--- config.mk ---
export PLATFORM = sky130hd
export DESIGN_NAME = motor_pwm_drive
export DESIGN_NICKNAME = d
export VERILOG_FILES = /design/src/rtl/motor_pkg.sv /design/src/rtl/motor_channel.sv /design/src/rtl/motor_pwm_drive.sv
export SDC_FILE = /design/constraint.sdc
export NUM_CORES = 1
export LEC_CHECK = 0
export ABC_AREA = 1
export CORE_ASPECT_RATIO = 1.5
export CORE_UTILIZATION = 55
export CTS_CLUSTER_SIZE = 10
export DETAILED_ROUTE_END_ITERATION = 6
export PLACE_DENSITY = 0.83
export REMOVE_ABC_BUFFERS = 1
export SLEW_MARGIN = 40
export SYNTH_ARGS = -nofsm -noshare
export SYNTH_HDL_FRONTEND = slang
export SYNTH_HIERARCHICAL = 1
export SYNTH_SLANG_ARGS = --single-unit
--- constraint.sdc ---
create_clock -name clk -period 4.2 [get_ports clk]
set_input_delay 1.26 -clock clk [delete_from_list [all_inputs] [get_ports clk]]
set_output_delay 1.26 -clock clk [all_outputs]
set_load 0.005 [all_outputs]
--- src/rtl/motor_pkg.sv ---
// motor_pkg: shared types and defaults for the dual-channel motor PWM driver.
package motor_pkg;

    // Per-channel drive state
    typedef enum logic [1:0] {
        ST_IDLE  = 2'd0,
        ST_RUN   = 2'd1,
        ST_DECEL = 2'd2,
        ST_DEAD  = 2'd3
    } chan_state_t;

    // Duty, speed and tick counter width (covers 0..PWM_STEPS, PWM_STEPS <= 127)
    localparam int DUTY_W = 7;

    localparam int PWM_STEPS_DEF    = 100;
    localparam int RAMP_STEP_DEF    = 5;
    localparam int DEAD_PERIODS_DEF = 2;

endpackage

--- src/rtl/motor_channel.sv ---
// motor_channel: one H-bridge channel -- drive FSM, applied duty, direction
// and the registered PWM output. Duty and direction only move on period
// boundaries. Build macro MOTOR_RAMP_EN selects gradual ramping; without it
// duty jumps straight to its goal while dead time is still enforced.
// DEAD_PERIODS must be at least 1.
module motor_channel
    import motor_pkg::*;
#(
    parameter int RAMP_STEP    = RAMP_STEP_DEF,
    parameter int DEAD_PERIODS = DEAD_PERIODS_DEF
) (
    input  logic              clk,
    input  logic              rst,
    input  logic              clk_en,
    input  logic              boundary,
    input  logic [DUTY_W-1:0] cnt_next,
    input  logic [DUTY_W-1:0] tgt_speed,
    input  logic              tgt_dir,
    output logic              pwm,
    output logic              dir,
    output logic              busy
);

`ifdef MOTOR_RAMP_EN
    localparam logic [DUTY_W-1:0] STEP = DUTY_W'(RAMP_STEP);
`else
    // RAMP_STEP has no effect here; an all-ones step lets any change land in one boundary
    localparam logic [DUTY_W-1:0] STEP = DUTY_W'(RAMP_STEP) | {DUTY_W{1'b1}};
`endif
    localparam logic [7:0] DEAD_LAST = 8'(DEAD_PERIODS - 1);

    chan_state_t       state, state_n;
    logic [DUTY_W-1:0] duty, duty_n, duty_applied;
    logic              dir_n;
    logic [7:0]        dead_cnt, dead_n;
    logic              mismatch;

    // Move cur toward tgt by at most STEP without overshooting
    function automatic logic [DUTY_W-1:0] ramp_toward(input logic [DUTY_W-1:0] cur,
                                                      input logic [DUTY_W-1:0] tgt);
        if (cur < tgt) begin
            if (tgt - cur > STEP) return cur + STEP;
            else                  return tgt;
        end else begin
            if (cur - tgt > STEP) return cur - STEP;
            else                  return tgt;
        end
    endfunction

    // A zero-speed target never forces a reversal; it just winds the duty down
    assign mismatch = (tgt_speed != '0) && (tgt_dir != dir);

    // Settled means IDLE/RUN with duty and direction already on target
    assign busy = !(((state == ST_IDLE) || (state == ST_RUN)) && (duty == tgt_speed) && !mismatch);

    // Boundary update: next state, duty, direction and dead-time count
    always_comb begin
        state_n = state;
        duty_n  = duty;
        dir_n   = dir;
        dead_n  = dead_cnt;
        case (state)
            ST_IDLE: begin
                if (tgt_speed != '0) begin
                    if (mismatch) begin
                        state_n = ST_DEAD;
                        dead_n  = '0;
                    end else begin
                        state_n = ST_RUN;
                        duty_n  = ramp_toward(duty, tgt_speed);
                    end
                end
            end
            ST_RUN: begin
                if (mismatch) begin
                    duty_n  = ramp_toward(duty, '0);
                    state_n = (duty_n == '0) ? ST_DEAD : ST_DECEL;
                    dead_n  = '0;
                end else begin
                    duty_n = ramp_toward(duty, tgt_speed);
                    if ((duty_n == '0) && (tgt_speed == '0)) state_n = ST_IDLE;
                end
            end
            ST_DECEL: begin
                if (!mismatch) begin
                    state_n = ST_RUN;
                    duty_n  = ramp_toward(duty, tgt_speed);
                end else begin
                    duty_n = ramp_toward(duty, '0);
                    if (duty_n == '0) begin
                        state_n = ST_DEAD;
                        dead_n  = '0;
                    end
                end
            end
            ST_DEAD: begin
                if (dead_cnt == DEAD_LAST) begin
                    // Dead time is always completed and the bridge always flips
                    state_n = ST_RUN;
                    dir_n   = ~dir;
                    duty_n  = (tgt_dir == ~dir) ? ramp_toward(duty, tgt_speed) : '0;
                end else begin
                    dead_n = dead_cnt + 8'd1;
                end
            end
        endcase
    end

    assign duty_applied = boundary ? duty_n : duty;

    // Channel state registers and registered PWM output
    always_ff @(posedge clk) begin
        if (rst) begin
            state    <= ST_IDLE;
            duty     <= '0;
            dir      <= 1'b1;
            dead_cnt <= '0;
            pwm      <= 1'b0;
        end else begin
            if (clk_en) pwm <= (cnt_next < duty_applied);
            if (boundary) begin
                state    <= state_n;
                duty     <= duty_n;
                dir      <= dir_n;
                dead_cnt <= dead_n;
            end
        end
    end

endmodule

--- src/rtl/motor_pwm_drive.sv ---
// motor_pwm_drive: two-channel H-bridge PWM driver. Holds the shared PWM tick
// counter and the command targets; each channel is a motor_channel instance.
// Build macro MOTOR_RAMP_EN enables gradual duty ramping.
module motor_pwm_drive
    import motor_pkg::*;
#(
    parameter int PWM_STEPS    = PWM_STEPS_DEF,
    parameter int RAMP_STEP    = RAMP_STEP_DEF,
    parameter int DEAD_PERIODS = DEAD_PERIODS_DEF
) (
    input  logic              clk,
    input  logic              rst,
    input  logic              clk_en,
    input  logic              cmd_valid,
    output logic              cmd_ready,
    input  logic [DUTY_W-1:0] cmd_left_speed,
    input  logic [DUTY_W-1:0] cmd_right_speed,
    input  logic              cmd_left_dir,
    input  logic              cmd_right_dir,
    output logic              pwm_left,
    output logic              pwm_right,
    output logic              dir_left,
    output logic              dir_right,
    output logic              busy
);

    localparam logic [DUTY_W-1:0] LAST_TICK = DUTY_W'(PWM_STEPS - 1);
    localparam logic [DUTY_W-1:0] MAX_DUTY  = DUTY_W'(PWM_STEPS);

    logic [DUTY_W-1:0] cnt, cnt_next;
    logic              boundary, handshake;
    logic [DUTY_W-1:0] tgt_left_speed, tgt_right_speed;
    logic              tgt_left_dir, tgt_right_dir;
    logic [DUTY_W-1:0] eff_left_speed, eff_right_speed;
    logic              eff_left_dir, eff_right_dir;
    logic              busy_left, busy_right;

    function automatic logic [DUTY_W-1:0] clamp_speed(input logic [DUTY_W-1:0] s);
        return (s > MAX_DUTY) ? MAX_DUTY : s;
    endfunction

    assign cmd_ready = ~rst;
    assign handshake = cmd_valid & cmd_ready;
    assign cnt_next  = (cnt == LAST_TICK) ? '0 : cnt + 1'b1;
    assign boundary  = clk_en && (cnt == LAST_TICK);

    // A command landing on a boundary cycle is used at that boundary
    assign eff_left_speed  = handshake ? clamp_speed(cmd_left_speed)  : tgt_left_speed;
    assign eff_right_speed = handshake ? clamp_speed(cmd_right_speed) : tgt_right_speed;
    assign eff_left_dir    = handshake ? cmd_left_dir  : tgt_left_dir;
    assign eff_right_dir   = handshake ? cmd_right_dir : tgt_right_dir;

    // Tick counter, command capture (latest wins) and registered busy flag
    always_ff @(posedge clk) begin
        if (rst) begin
            cnt             <= '0;
            tgt_left_speed  <= '0;
            tgt_right_speed <= '0;
            tgt_left_dir    <= 1'b1;
            tgt_right_dir   <= 1'b1;
            busy            <= 1'b0;
        end else begin
            if (clk_en) cnt <= cnt_next;
            if (handshake) begin
                tgt_left_speed  <= eff_left_speed;
                tgt_right_speed <= eff_right_speed;
                tgt_left_dir    <= cmd_left_dir;
                tgt_right_dir   <= cmd_right_dir;
            end
            busy <= busy_left | busy_right;
        end
    end

    motor_channel #(.RAMP_STEP(RAMP_STEP), .DEAD_PERIODS(DEAD_PERIODS)) u_left (
        .clk       (clk),
        .rst       (rst),
        .clk_en    (clk_en),
        .boundary  (boundary),
        .cnt_next  (cnt_next),
        .tgt_speed (eff_left_speed),
        .tgt_dir   (eff_left_dir),
        .pwm       (pwm_left),
        .dir       (dir_left),
        .busy      (busy_left)
    );

    motor_channel #(.RAMP_STEP(RAMP_STEP), .DEAD_PERIODS(DEAD_PERIODS)) u_right (
        .clk       (clk),
        .rst       (rst),
        .clk_en    (clk_en),
        .boundary  (boundary),
        .cnt_next  (cnt_next),
        .tgt_speed (eff_right_speed),
        .tgt_dir   (eff_right_dir),
        .pwm       (pwm_right),
        .dir       (dir_right),
        .busy      (busy_right)
    );

endmodule

==> results_dict.tcl, run 1 <==
set metrics [dict create \
    run_status "completed" \
    synth_cell_types 46 \
    wl_per_cell_um 14.6 \
    clk_pin_slew_ps 50 \
    crit_type "primary input to register" \
    whs_ps 462 \
    ant_nets 0 \
    synth-edff-count 0 \
    synth.most_common_cell "nand2_1" \
    cap_viol_max_count 0 \
    cp-end-kind "register" \
    antenna_found_initial 0 \
    setup-tns-final_ps 0 \
    fillers 677 \
    root_buffer "clkbuf_16" \
    synthTopCellsByArea "dfxtp_1 (27%), ha_1 (12%), nand2_1 (11%)" \
    cts.htree.levels 3 \
    p_per_area_mw_per_mm2 287 \
    core_area_mm2 0.00801 \
    period_minus_slack_ps 3990 \
    yosys_most_used_dff "dfxtp_1" \
    syn_inst 675 \
    pin_count 26 \
    final_util 0.690 \
    finalSetupViolCount 0 \
    die_h_um 113 \
    dp_slack_ps -247 \
    p_leak_uw 0.00242 \
    grt_start_max_net_pins 41 \
    grt_use_total 0.284 \
    cts_buffers 9 \
    fin_skew_ps 4.90 \
    grt.overflow.total 0 \
    hpwlAfterDp_um 9270 \
    final_max_slew_viol_count 0 \
    grt_pass1_vias 4459 \
    nets 798 \
    worst_slew_pin_slew_ps 540 \
    ys_seq_area_frac 0.272 \
    clock-sinks 62 \
    die_x_um 76.3 \
    cts_tree "yes" \
    ys_ff_latch 62 \
    synth_top_area_share 0.272 \
    synthTopCellsByCount "nand2_1 (131), inv_1 (85), nor2_1 (82)" \
    netlist_area_mm2 0.00456 \
    gp_congestion 1.02 \
    drt-total-wl_um 12300 \
    clock_path_buffers 2 \
    drive_above_1_share 0.159 \
    synth-async-reset-ratio 0 \
    drc_errors 0 \
    grt_pass1_wl_um 19700 \
    clk_latency_ps 330 \
    synth_top_area_cell "dfxtp_1" \
    holdCritPathClass "register to register" \
    critPathRequiredTime_ps 4460 \
    io_buffers 25 \
    crit_fanout 3 \
    rows 40 \
    slew_headroom 0.639 \
    min_period_over_period 0.951 \
    avgSynthCellArea_um2 6.75 \
    initial_core_util 0.569 \
    startpoint_type "primary input" \
    first_iter_violations 322 \
    vias 4681 \
    area_growth_pct 21.2 \
    dr.pass1.iters 5 \
    fmax_ghz 0.250 \
    finalHoldViolations 0 \
    yosysWarnings 6 \
    die_area_mm2 0.00866 \
    num_antenna_cells 0 \
    vias_per_cell 5.55 \
    peakVddDrop_uv 275 \
    setup_ws_ps 205 \
    cp.arrival_ps 4260 \
]
-- placed cells by master, fill, tap and decap left out, types with 3 or more instances in the layout --
master	n
o21ai_4	5
o21ai_0	38
nor2_1	77
inv_2	11
nand2_2	8
a211oi_1	4
clkbuf_16	9
xnor2_1	3
a21oi_1	53
nand2_4	4
a21oi_2	6
buf_4	38
clkdlybuf4s50_1	21
dfxtp_1	62
clkinv_2	3
ha_1	43
o21ai_1	14
nand2_1	130
nand3_1	35
nor2_4	5
inv_1	85
o2111ai_1	3
nor2_2	7
nor3_1	8
nand4_1	16
nand3_2	5
o21ai_2	4
o211ai_1	7
xor2_1	3
dlymetal6s2s_1	4
-- kinds of logic (layout without fill, tap and decap cells) --
family	count (synthesis)	after routing	share of synthesized area
compound gates	146	146	0.190
xor+xnor	7	7	0.0151
fa+ha+maj	43	43	0.118
buf+inv	115	178	0.101
flops	62	62	0.272
simple gates	302	302	0.304
-- metrics by stage --
step                cell area, µm²  total power (µW)  cells
floorplan                     4470               795    659
global placement              5130               908    826
detailed placement            5130               919    826
CTS                           5390              1580    840
global route                  5530              1650    843
finish                        5530              1590    843
-- sequential cells by signal, indices dropped and copies added, names as in the netlist --
| signal | flops |
|---|---|
| busy | 1 |
| cnt | 7 |
| tgt_left_dir | 1 |
| tgt_left_speed | 7 |
| tgt_right_dir | 1 |
| tgt_right_speed | 7 |
| u_left/dead_cnt | 8 |
| u_left/dir | 1 |
| u_left/duty | 7 |
| u_left/pwm | 1 |
| u_left/state | 2 |
| u_right/dead_cnt | 8 |
| u_right/dir | 1 |
| u_right/duty | 7 |
| u_right/pwm | 1 |
| u_right/state | 2 |
-- worst max-delay path, stage by stage --
cell,delay [ps]
clkdlybuf4s50_1,490
nand2_1,90
nand2_1,130
o21ai_4,80
inv_1,100
inv_2,50
nand2_1,90
nor2_2,60
nand2_2,100
nand2_4,70
buf_4,160
nor3_4,180
inv_1,60
o211ai_1,90
nand2_1,70
nand3_1,70
o21ai_1,90
ha_1,340
a21oi_1,210
nand3_1,120
a31oi_1,190
nand2_1,70
a21oi_1,110
-- layer usage --
| metal | GRT usage | vias up | part of all wire |
|---|---|---|---|
| li1 | - | 2332 | - |
| met1 | 0.269 | 2204 | 0.37 |
| met2 | 0.565 | 102 | 0.55 |
| met3 | 0.0592 | 43 | 0.031 |
| met4 | 0.149 | 0 | 0.043 |
| met5 | 0 | - | 0 |
-- path summary, 6_finish.rpt --
kind | start | end | slack (ps) | cells after the start
hold / removal | tgt_left_speed[5] | tgt_left_speed[5] | 460 | 2
setup / recovery | cmd_right_speed[3] | u_right/pwm | 210 | 23
setup reg to reg | u_right/state[0] | u_right/pwm | 1290 | 16
hold reg to reg | tgt_left_speed[5] | tgt_left_speed[5] | 460 | 2
-- cell type report --
class	instances	area [µm²]	area share
Timing Repair inverter	1	5.00	0.000906
Inverter	99	382	0.0691
Timing Repair Buffer	64	561	0.101
Tap cell	105	131	0.0238
Clock inverter	2	10.0	0.00181
Multi-Input combinational cell	498	2950	0.534
Sequential cell	62	1240	0.225
Clock buffer	12	246	0.0446
-- where the power goes --
part / internal (µW) / leakage [µW] / switching, µW
Combinational: 133 / 0.00179 / 179
Clock: 406 / 0.000128 / 253
Sequential: 606 / 0.000505 / 10.8
-- timing repair --
| item | in CTS | in global routing |
|---|---|---|
| endpoints found under the setup margin | 0 | 2 |
| buffers inserted | 0 | 2 |
| gates resized for setup | 0 | 28 |
| hold buffers | 0 | 0 |
No activity file was read; power rests on OpenSTA's default activity.
==> run 2: changes to the inputs <==
Settings changed: GPL_TIMING_DRIVEN set to 0.
==> results_dict.tcl, run 2 (synthesized netlist as in run 1, its figures left out) <==
set metrics [dict create \
    run_status "finished, violations left" \
    violations "design-rule violations" \
    die_area_mm2 0.00866 \
    final-seq-area_mm2 0.00124 \
    die_h_um 113 \
    cts_tree "yes" \
    finalHoldViolations 0 \
    multi_input_area_mm2 0.00292 \
    core_area_mm2 0.00801 \
    vias 4625 \
    min_period_over_period 0.980 \
    drive_above_1_share 0.121 \
    ant_nets 0 \
    gp_congestion 0.970 \
    slew_headroom 0.608 \
    wl_per_cell_um 14.6 \
    final_cell_area_mm2 0.00536 \
    area_growth_pct 17.5 \
    finalSetupViolCount 0 \
    clk_pin_slew_ps 50 \
    rows 40 \
    initial_core_util 0.569 \
    nets 766 \
    final_cell_mix "nand2_1 (129), inv_1 (83), nor2_1 (79)" \
    fillers 678 \
    p_leak_uw 0.00226 \
    cts_buffers 9 \
    crit_fanout 16 \
    peakVddDrop_uv 282 \
    grt_use_total 0.276 \
    io_buffers 25 \
    grt_pass1_wl_um 19100 \
    clock_path_buffers 2 \
    dr.pass1.iters 7 \
    instances_no_fill 813 \
    drt-total-wl_um 11900 \
    startpoint_type "primary input" \
    fin_skew_ps 7.44 \
    clk_latency_ps 330 \
    first_iter_violations 312 \
    grt.overflow.total 0 \
    vias_per_cell 5.69 \
    final_max_slew_viol_count 0 \
    hpwlAfterDp_um 8450 \
    num_antenna_cells 0 \
    pin_count 26 \
    dp.cells 791 \
    critPathRequiredTime_ps 4460 \
    clock-sinks 62 \
    crit_type "primary input to register" \
    holdCritPathClass "register to register" \
    grt_start_max_net_pins 33 \
    cp.arrival_ps 4370 \
    final_common_cell "nand2_1" \
    worst_slew_pin_slew_ps 587 \
    cts.htree.levels 3 \
    die_x_um 76.3 \
    setup-tns-final_ps 0 \
    cap_viol_max_count 0 \
    dpl-instance-area_mm2 0.00489 \
    largestRegisters "u_left/dead_cnt: 8 flops, u_right/dead_cnt: 8 flops" \
    root_buffer "clkbuf_16" \
    ctsHoldBuffers 0 \
    whs_ps 471 \
    drc_errors 1 \
    period_minus_slack_ps 4110 \
    cp-end-kind "register" \
    antenna_found_initial 0 \
    fmax_ghz 0.243 \
    p_per_area_mw_per_mm2 322 \
    grt_pass1_vias 4385 \
]
==> run 2: changes by cell type in the layout (fill, tap and decap cells not counted), sizes merged <==
cell / before / now
nand2: 142 / 143
buf: 39 / 7
clkinv: 4 / 1
clkbuf: 12 / 13
dlygate4sd2: 0 / 1
clkdlybuf4s50: 21 / 23
inv: 98 / 99
bufinv: 0 / 3
dlymetal6s2s: 4 / 0
==> run 2: cell type report <==
type | instances | area share
clock inverter | 4 | 0.0178
multi-input combinational | 499 | 0.545
sequential | 62 | 0.232
inverter | 99 | 0.0731
timing repair buffer | 32 | 0.0635
tap | 105 | 0.0245
clock buffer | 12 | 0.0441
==> run 2: stage by stage <==
stage                      util  worst slack, ps  total power (µW)
after floorplan               -              343               795
after global placement    0.606            -2190               864
after detailed placement  0.611             -782               874
after CTS                 0.656             1.42              1720
after global routing      0.669            -53.0              1790
final                     0.669             85.3              1720
==> run 2: repair_timing <==
item,4_1_cts,5_1_grt
setup endpoints to repair,2,2
setup buffers,0,4
gates cloned,1,1
pin swaps,1,1
resized for setup,6,17
==> run 2: worst max-delay path, cell delays in order <==
cell	delay [ps]
buf_6	140
buf_12	160
inv_8	120
nand2_8	100
inv_8	110
nand2_1	50
and2_1	160
inv_2	90
xor2_2	260
nand2_4	120
nor3_2	320
inv_1	80
o211ai_1	100
nand2_1	70
nand3_1	100
o21ai_1	150
ha_1	330
nand2_1	100
inv_1	60
nand2_1	50
nand3_1	70
a31oi_1	160
nand2_1	70
a21oi_1	130
==> run 2: power by group <==
| part | leakage [µW] | switching (µW) | total, µW | internal [µW] |
|---|---|---|---|---|
| combinational | 0.00159 | 170 | 271 | 101 |
| clock | 0.000161 | 259 | 838 | 579 |
| sequential | 0.000505 | 10.6 | 616 | 606 |
| total | 0.00226 | 439 | 1720 | 1290 |
==> run 2: worst paths after layout <==
kind	cells past startpoint	start	slack (ps)	end
min	2	tgt_left_speed[6]	470	tgt_left_speed[6]
max reg2reg	18	u_right/state[1]	1270	u_right/pwm
max	24	rst	90	u_right/pwm
min reg2reg	2	tgt_left_speed[6]	470	tgt_left_speed[6]
==> run 2: routing by layer <==
| layer | vias to the layer above | GRT usage | wire length [µm] |
|---|---|---|---|
| met4 | 0 | 0.188 | 567 |
| met1 | 2160 | 0.265 | 4390 |
| li1 | 2271 | - | - |
| met5 | - | 0 | 0 |
| met2 | 143 | 0.530 | 6420 |
| met3 | 51 | 0.0448 | 522 |
==> run 3: changes to the inputs <==
Settings changed: CTS_CLUSTER_DIAMETER set to 40, REMOVE_ABC_BUFFERS 1 to unset.
==> results_dict.tcl, run 3 (synthesized netlist as in run 1, its figures left out) <==
set metrics [dict create \
    worst_slew_pin_slew_ps 614 \
    wl_per_cell_um 14.8 \
    crit_fanout 10 \
    core_area_mm2 0.00801 \
    finalHoldViolations 0 \
    die_x_um 76.3 \
    critPathRequiredTime_ps 4460 \
    whs_ps 478 \
    p_per_area_mw_per_mm2 312 \
    cp-end-kind "register" \
    initial_core_util 0.569 \
    hpwlAfterDp_um 8950 \
    final_util 0.680 \
    run_status "completed" \
    use_met2 0.540 \
    nets 782 \
    io_buffers 25 \
    rows 40 \
    startpoint_type "primary input" \
    clk_latency_ps 340 \
    drc_errors 0 \
    use_met1 0.305 \
    clock-sinks 62 \
    cap_viol_max_count 0 \
    ctsHoldBuffers 0 \
    clock_path_buffers 2 \
    slowest_delay_ps 660 \
    root_buffer "clkbuf_16" \
    synth_fp_nets 738 \
    peakVddDrop_uv 271 \
    period_minus_slack_ps 3980 \
    drive_above_1_share 0.159 \
    cp_num_buf_inv 4 \
    cts_tree "yes" \
    grt_pass1_wl_um 20100 \
    slew_headroom 0.591 \
    cp.arrival_ps 4240 \
    vias_per_cell 5.58 \
    grt.overflow.total 0 \
    gp_congestion 0.874 \
    area_growth_pct 19.4 \
    crit_chain "clkdlybuf4s50_1 -> buf_2 -> inv_1 -> nor2_2 -> buf_2 -> o311ai_0 -> o22ai_1 -> ha_1 -> a21oi_1 -> o21a_1 -> nand2_1 -> a21oi_1" \
    ant_nets 0 \
    final_max_slew_viol_count 0 \
    vias 4622 \
    final_common_cell "nand2_1" \
    cts_buffers 9 \
    grt_start_max_net_pins 11 \
    use_met3 0.0496 \
    clk_pin_slew_ps 50 \
    grt_use_total 0.293 \
    pin_count 26 \
    grt_pass1_vias 4462 \
    die_area_mm2 0.00866 \
    cts.htree.levels 3 \
    crit_type "primary input to register" \
    antenna_found_initial 0 \
    final_cell_mix "nand2_1 (123), inv_1 (82), nor2_1 (78)" \
    finalSetupViolCount 0 \
    p_leak_uw 0.00232 \
    die_h_um 113 \
    holdCritPathClass "register to register" \
    crit_slowest_cell "clkdlybuf4s50_1" \
    min_period_over_period 0.948 \
    first_iter_violations 322 \
    crit_family "buffers and inverters" \
    fin_skew_ps 7.73 \
    dr.pass1.iters 5 \
    fmax_ghz 0.251 \
    drt-total-wl_um 12300 \
    largestRegisters "u_left/dead_cnt: 8 flops, u_right/dead_cnt: 8 flops" \
    num_antenna_cells 0 \
    grt.busiest_layer "met2" \
]
-- run 3: layout make-up --
class                   count  area (µm²)
plain buffers              15        83.8
clock buffers              12         246
clock inverters             4        70.1
fillers                   695        2570
inverters                  99         379
multi-input cells         498        2970
flip-flops and latches     62        1240
well taps                 105         131
repair buffers             34         323
-- run 3: metal layers --
layer	wire length (µm)	vias to the layer above
met1	4820	2139
met3	527	49
met2	6260	138
met5	0	-
met4	654	0
li1	-	2296
-- run 3: path summary, 6_finish.rpt --
kind | endpoint | slack (ps) | from | cells past startpoint
hold / removal | tgt_right_speed[2] | 480 | tgt_right_speed[2] | 2
setup reg to reg | u_left/pwm | 1120 | cnt[0] | 13
hold reg to reg | tgt_right_speed[2] | 480 | tgt_right_speed[2] | 2
setup / recovery | u_left/pwm | 220 | clk_en | 12
-- run 3: where the power goes --
part | internal (µW) | total [µW] | leakage [µW] | switching (µW)
sequential | 606 | 617 | 0.000505 | 11.4
combinational | 109 | 284 | 0.00166 | 175
clock | 533 | 796 | 0.000157 | 263
total | 1250 | 1700 | 0.00232 | 449
-- run 3: worst min-delay path, cell delays in order, from the launching register on --
cell,delay (ps)
dfxtp_1,300
nand2_1,70
a21oi_1,60
-- run 3: what timing repair did --
action,4_1_cts,5_1_grt
cloned,0,1
pin swaps,0,18
endpoints found under the setup margin,3,2
gates resized for setup,7,44
buffers inserted,0,8
-- run 3: through the flow --
stage | total power (µW) | instance area, µm² | instances | TNS [ps] | worst slack [ps]
floorplan | 805 | 4560 | 675 | 0 | 445
global placement | 874 | 4940 | 805 | -1980 | -738
detailed placement | 883 | 4940 | 805 | -2610 | -766
CTS | 1680 | 5260 | 821 | 0 | 0.449
global route | 1770 | 5440 | 829 | -2.20 | -1.96
finish | 1700 | 5440 | 829 | 0 | 219
